===== src/rtl/mem_port_arbiter_pkg.sv =====
`default_nettype none
// +--------------------------------------------------------------------------+
// | Module      : mem_port_arbiter_pkg                                       |
// | Description : Shared definitions for the two-port memory arbiter.        |
// |               Holds the FSM state encoding, the owner codes and the      |
// |               legal range of the memory read latency.                    |
// | Revision    : 1.0 - initial release                                      |
// +--------------------------------------------------------------------------+
package mem_port_arbiter_pkg;

    // FSM state encoding
    typedef logic [1:0] state_t;
    localparam state_t IDLE  = 2'd0;
    localparam state_t ISSUE = 2'd1;
    localparam state_t WAIT  = 2'd2;
    localparam state_t ACK   = 2'd3;

    // Owner codes, also the value of the owner output
    localparam logic OWN_CPU = 1'b0;
    localparam logic OWN_LDR = 1'b1;

    // Legal memory read latency range (bounded by the 4-bit wait counter)
    localparam int MEM_LAT_MIN = 1;
    localparam int MEM_LAT_MAX = 15;

    // Counter preload for a given latency: the counter runs from lat-1 down
    // to zero, one WAIT cycle per value. Out-of-range values are clamped.
    function automatic logic [3:0] lat_load_value(input int lat);
        int v;
        v = lat;
        if (v < MEM_LAT_MIN) v = MEM_LAT_MIN;
        if (v > MEM_LAT_MAX) v = MEM_LAT_MAX;
        return 4'(v - 1);
    endfunction

endpackage
`default_nettype wire


===== src/rtl/lat_counter.sv =====
`default_nettype none
// +--------------------------------------------------------------------------+
// | Module      : lat_counter                                                |
// | Description : Loadable down-counter with zero flag, used to time the     |
// |               memory read latency while the arbiter sits in WAIT.        |
// | Revision    : 1.0 - initial release                                      |
// +--------------------------------------------------------------------------+
module lat_counter #(
    parameter int CNT_W = 4
) (
    input  logic             clk,
    input  logic             rst,
    input  logic             i_load,
    input  logic [CNT_W-1:0] i_load_val,
    input  logic             i_dec,
    output logic             o_zero
);

    localparam logic [CNT_W-1:0] c_one = {{(CNT_W-1){1'b0}}, 1'b1};

    logic [CNT_W-1:0] r_count;

    // Load has priority; decrement saturates at zero
    always_ff @(posedge clk or posedge rst) begin
        if (rst) begin
            r_count <= '0;
        end else if (i_load) begin
            r_count <= i_load_val;
        end else if (i_dec && (r_count != '0)) begin
            r_count <= r_count - c_one;
        end
    end

    assign o_zero = (r_count == '0);

endmodule
`default_nettype wire


===== src/rtl/mem_port_arbiter.sv =====
`default_nettype none
// +--------------------------------------------------------------------------+
// | Module      : mem_port_arbiter                                           |
// | Description : Arbitrates a single-port memory between the control unit   |
// |               (cpu_*) and the program loader (ldr_*). One transaction at |
// |               a time: IDLE -> ISSUE -> WAIT (MEM_LAT cycles) -> ACK.     |
// |               Optional macro ARB_ROUND_ROBIN_EN: alternate grants on     |
// |               simultaneous requests (default: CPU always wins).          |
// | Revision    : 1.0 - initial release                                      |
// +--------------------------------------------------------------------------+
module mem_port_arbiter
    import mem_port_arbiter_pkg::*;
#(
    parameter int ADDR_W  = 8,
    parameter int DATA_W  = 32,
    parameter int MEM_LAT = 2
) (
    input  logic              clk,
    input  logic              reset,
    input  logic              cpu_req,
    input  logic              cpu_we,
    input  logic [ADDR_W-1:0] cpu_addr,
    input  logic [DATA_W-1:0] cpu_wdata,
    output logic [DATA_W-1:0] cpu_rdata,
    output logic              cpu_ack,
    input  logic              ldr_req,
    input  logic              ldr_we,
    input  logic [ADDR_W-1:0] ldr_addr,
    input  logic [DATA_W-1:0] ldr_wdata,
    output logic [DATA_W-1:0] ldr_rdata,
    output logic              ldr_ack,
    output logic              mem_en,
    output logic              mem_we,
    output logic [ADDR_W-1:0] mem_addr,
    output logic [DATA_W-1:0] mem_wdata,
    input  logic [DATA_W-1:0] mem_rdata,
    output logic              owner,
    output logic              busy
);

    localparam logic [3:0] c_lat_load = lat_load_value(MEM_LAT);

    state_t            r_state;
    logic              r_owner;
    logic              r_we;
    logic [ADDR_W-1:0] r_addr;
    logic [DATA_W-1:0] r_wdata;
    logic [DATA_W-1:0] r_cpu_rdata;
    logic [DATA_W-1:0] r_ldr_rdata;

    logic              w_start;
    logic              w_grant_ldr;
    logic              w_cnt_zero;
    logic              w_last_wait;

    assign w_start     = (r_state == IDLE) && (cpu_req || ldr_req);
    assign w_last_wait = (r_state == WAIT) && w_cnt_zero;

`ifdef ARB_ROUND_ROBIN_EN
    logic r_last_winner;

    // On contention the grant goes to whoever lost the previous arbitration
    assign w_grant_ldr = ldr_req && (!cpu_req || (r_last_winner == OWN_CPU));

    // Remember the winner of every grant
    always_ff @(posedge clk or posedge reset) begin
        if (reset) begin
            r_last_winner <= OWN_LDR;
        end else if (w_start) begin
            r_last_winner <= w_grant_ldr ? OWN_LDR : OWN_CPU;
        end
    end
`else
    // Fixed priority: the CPU wins any contention
    assign w_grant_ldr = ldr_req && !cpu_req;
`endif

    // Transaction sequencer
    always_ff @(posedge clk or posedge reset) begin
        if (reset) begin
            r_state <= IDLE;
        end else begin
            case (r_state)
                IDLE:    if (w_start) r_state <= ISSUE;
                ISSUE:   r_state <= WAIT;
                WAIT:    if (w_cnt_zero) r_state <= ACK;
                ACK:     r_state <= IDLE;
                default: r_state <= IDLE;
            endcase
        end
    end

    // Latch the winner's request; requester inputs are ignored until IDLE
    always_ff @(posedge clk or posedge reset) begin
        if (reset) begin
            r_owner <= OWN_CPU;
            r_we    <= 1'b0;
            r_addr  <= '0;
            r_wdata <= '0;
        end else if (w_start) begin
            r_owner <= w_grant_ldr ? OWN_LDR : OWN_CPU;
            r_we    <= w_grant_ldr ? ldr_we    : cpu_we;
            r_addr  <= w_grant_ldr ? ldr_addr  : cpu_addr;
            r_wdata <= w_grant_ldr ? ldr_wdata : cpu_wdata;
        end
    end

    // Capture read data into the owner's register; the other port holds
    always_ff @(posedge clk or posedge reset) begin
        if (reset) begin
            r_cpu_rdata <= '0;
            r_ldr_rdata <= '0;
        end else if (w_last_wait) begin
            if (r_owner == OWN_LDR) r_ldr_rdata <= mem_rdata;
            else                    r_cpu_rdata <= mem_rdata;
        end
    end

    // Preloaded during ISSUE so WAIT lasts exactly MEM_LAT cycles
    lat_counter #(
        .CNT_W (4)
    ) u_lat_counter (
        .clk        (clk),
        .rst        (reset),
        .i_load     (r_state == ISSUE),
        .i_load_val (c_lat_load),
        .i_dec      (r_state == WAIT),
        .o_zero     (w_cnt_zero)
    );

    assign mem_en    = (r_state == ISSUE);
    assign mem_we    = (r_state == ISSUE) && r_we;
    assign mem_addr  = r_addr;
    assign mem_wdata = r_wdata;
    assign cpu_ack   = (r_state == ACK) && (r_owner == OWN_CPU);
    assign ldr_ack   = (r_state == ACK) && (r_owner == OWN_LDR);
    assign cpu_rdata = r_cpu_rdata;
    assign ldr_rdata = r_ldr_rdata;
    assign owner     = r_owner;
    assign busy      = (r_state != IDLE);

endmodule
`default_nettype wire

===== config.mk =====
export PLATFORM = sky130hd
export DESIGN_NAME = mem_port_arbiter
export DESIGN_NICKNAME = d
export VERILOG_FILES = /design/src/rtl/mem_port_arbiter_pkg.sv /design/src/rtl/lat_counter.sv /design/src/rtl/mem_port_arbiter.sv
export SDC_FILE = /design/constraint.sdc
export NUM_CORES = 1
export LEC_CHECK = 0
export CAP_MARGIN = 20
export CORE_UTILIZATION = 30
export CTS_BUF_LIST = sky130_fd_sc_hd__clkbuf_8
export CTS_CLUSTER_DIAMETER = 150
export DETAILED_ROUTE_END_ITERATION = 6
export PLACE_DENSITY_LB_ADDON = 0.08
export SKIP_LAST_GASP = 1
export SLEW_MARGIN = 40
export SYNTH_ARGS = -nofsm -noshare
export SYNTH_HDL_FRONTEND = slang
export SYNTH_SLANG_ARGS = --single-unit

===== constraint.sdc =====
create_clock -name clk -period 4 [get_ports clk]
set_clock_uncertainty 0.15 [all_clocks]
set_input_delay 1 -clock clk [delete_from_list [all_inputs] [get_ports clk]]
set_output_delay 1 -clock clk [all_outputs]
set_load 0.01 [all_outputs]

==> impl_metrics.ini <==
[yosys]
ys_warn_count = 0
netlist_instances = 363
syn_area_per_cell_um2 = 12.98
synth_nets = 488
synthesis.area_mm2 = 0.004713
synthArstFlopShare_pct = 100.0
synth_seq_area_share_pct = 59.46
synth-seq-cells = 112
synth_cell_types = 27
synth_edf_count = 0
synthFlopType = dfrtp_1

[setup_path]
arrival_ns = 1.91
path_cells = inv_1 > ha_1 > and2_1 > clkdlybuf4s50_1
slowest_delay_ns = 0.54
crit_family = buffers and inverters
worst-r2r-setup-slack_ns = 1.50
rr_worst_depth = 6
reg2reg_to = cpu_rdata[5]
slowest_stage = clkdlybuf4s50_1
worstReg2RegStart = u_lat_counter.r_count[0]
startpoint_type = flip-flop
path_class = flip-flop to output pin
end_kind = output pin
worst_ep_required_time_ns = 2.85
path_max_fanout = 6
crit_buf_inv = 2

[placed_design]
globalplace.congestion = 0.7217
port_buffers = 227
dpl.hpwl_mm = 8.300
postPlaceCellArea_mm2 = 0.007239

[cells_and_area]
final_util_pct = 48.56
drive_gt1_share_pct = 15.14
fin_nets = 710
fin_area_mm2 = 0.007410
area_delta_synth_final_pct = 57.21
diodes = 0

[global_routing]
grt_usage_pct = 15.13
antenna_found_initial = 0
grt-ovfl-total = 0
grt_pass1_wl_mm = 18.78
grt_max_degree = 113
grt_pass1_vias = 3693

[sta]
setup_viol = 0
max_freq_ghz = 0.3273
hold_violations = 0
drv_slew = 0
slew_headroom_pct = 56.45
tightest_slew_ns = 0.6519
rsz0062_at_grt = no
period_share_pct = 76.39
fin_crit_ns = 3.055
final.setup.tns_ns = 0

[drt]
postRouteAntennaNets = 0
wire_per_inst_um = 14.87
vias_per_cell = 4.431
vias = 3540
drt_iter0_markers = 136
drc = 0
finalWirelength_mm = 11.88
dr.pass1.iters = 3

[clocking]
clkLatencyLatePin_ns = 0.37
cts.sinks = 112
cts_max_level = 3
cts_resized = 0
postCtsSetupBuffers = 0
cts_root_buffer = clkbuf_8
clockBufferDepth = 2
ctsHoldBuffers = 0
cts_tree = yes
cts_made_buffers = 9
path_clk_slew_ns = 0.10

[floorplan]
dieWidth_um = 127.3
pin_count = 228
die-area_mm2 = 0.01622
die_h_um = 127.3
rows = 45
floorplan.initialDensity_pct = 30.89
core_mm2 = 0.01526

[flow_run]
cap_violations = 0

[pwr]
p_leak_nw = 3.084
powerDensity_mw_per_mm2 = 691.2
ir_worst_vdd_uv = 293.6

[status]
outcome = complete, no violations

[hold_path]
hp-start = r_we
min_path_type = flip-flop to flip-flop
min_to = r_we
whs_path_depth = 2
[kinds of logic (layout without fill, tap and decap cells)]
kind of cell	after synthesis	after routing	synth area share (%)
AND/OR/NAND/NOR	58	58	5.734
multiplexers	107	107	24.45
adder cells (fa/ha/maj)	7	7	1.858
buffers and inverters	28	253	2.840
flip-flops	112	112	59.46
AO/OA/AOI/OAI	51	51	5.654
[metal layers]
layer / wire (um) / vias to the layer above / part of all wire (%) / global-route usage (%)
li1: - / 1690 / - / -
met1: 4955 / 1695 / 42 / 17.76
met2: 5539 / 145 / 47 / 24.65
met5: 0 / - / 0 / 0
met4: 187 / 0 / 1.6 / 6.513
met3: 1202 / 10 / 10 / 5.821
[layout make-up]
class | instances | area (um^2)
well taps | 211 | 264.0
clock inverters | 3 | 18.77
multi-input cells | 223 | 1808
flip-flops and latches | 112 | 2803
inverters | 7 | 30.03
fillers | 1393 | 7849
clock buffers | 11 | 151.4
repair buffers | 232 | 2335
[cell usage in the layout (no fill, tap or decap), drive strengths merged]
cell type,netlist,routed
a21oi,6,6
a211o,1,1
nor2,2,2
or3,1,1
nand3b,1,1
nor2b,2,2
nand3,1,1
o21ai,42,42
nor3b,3,3
clkbuf,11,11
clkinv,0,3
inv,7,6
dfrtp,112,112
mux2,65,65
a21o,1,1
and3,1,1
nor4b,1,1
or3b,1,1
o32a,1,1
clkdlybuf4s50,0,227
ha,7,7
clkinvlp,0,1
and2,2,2
nand2,43,43
mux2i,42,42
buf,10,5
[worst reg2reg max path, cell delays in order (launching register included)]
cell	delay [ns]
dfrtp_1	0.39
inv_1	0.11
ha_1	0.21
or3b_1	0.48
nor3b_4	0.20
buf_4	0.44
mux2_2	0.40
[state kept, by name, summed over array words and instances (netlist names)]
| register | count |
|---|---|
| cpu_rdata | 32 |
| ldr_rdata | 32 |
| mem_wdata | 32 |
| mem_addr | 8 |
| u_lat_counter.r_count | 4 |
| r_state | 2 |
| owner | 1 |
| r_we | 1 |
[power by group]
| part | switching, W | total [W] | internal, W |
|---|---|---|---|
| Clock | 0.000366 | 0.000620 | 0.000254 |
| Combinational | 0.00101 | 0.00252 | 0.00150 |
| Sequential | 0.000296 | 0.00199 | 0.00169 |
[worst max-delay path by stage]
| stage | startpoint | to | cells after the start |
|---|---|---|---|
| after floorplan | reset | cpu_rdata[0] | 1 |
| after global placement | ldr_req | mem_wdata[5] | 5 |
| after detailed placement | ldr_req | mem_wdata[4] | 5 |
| after CTS | r_state[1] | mem_we | 4 |
| after global routing | r_state[1] | mem_we | 4 |
| final | r_state[1] | mem_we | 4 |
[cells in the mapped netlist, types with 2 or more instances]
cell type,count,area [um^2]
ha_1,7,87.58
buf_1,2,7.510
o21ai_0,41,205.2
nor2_1,2,7.510
clkbuf_1,11,41.29
nor2b_1,2,12.51
nand2_1,43,161.4
nor3b_1,2,15.01
mux2i_1,42,420.4
buf_2,5,25.02
mux2_2,65,732.0
buf_6,3,33.78
a21oi_1,6,30.03
and2_1,2,12.51
inv_1,7,26.28
dfrtp_1,112,2803
[per-stage QoR]
stage / std cells / hold WS (ns) / total power [W] / worst slack [ns]
after floorplan: 363 / 0.2924 / 0.003091 / 1.493
after global placement: 785 / 0.3107 / 0.004508 / 0.9362
after detailed placement: 785 / 0.3126 / 0.004563 / 0.8712
after CTS: 799 / 0.3363 / 0.005216 / 0.8837
after global routing: 799 / 0.3685 / 0.005494 / 0.8382
final: 799 / 0.3309 / 0.005122 / 0.9445
Note: power is estimated with default switching activity, not from simulation.
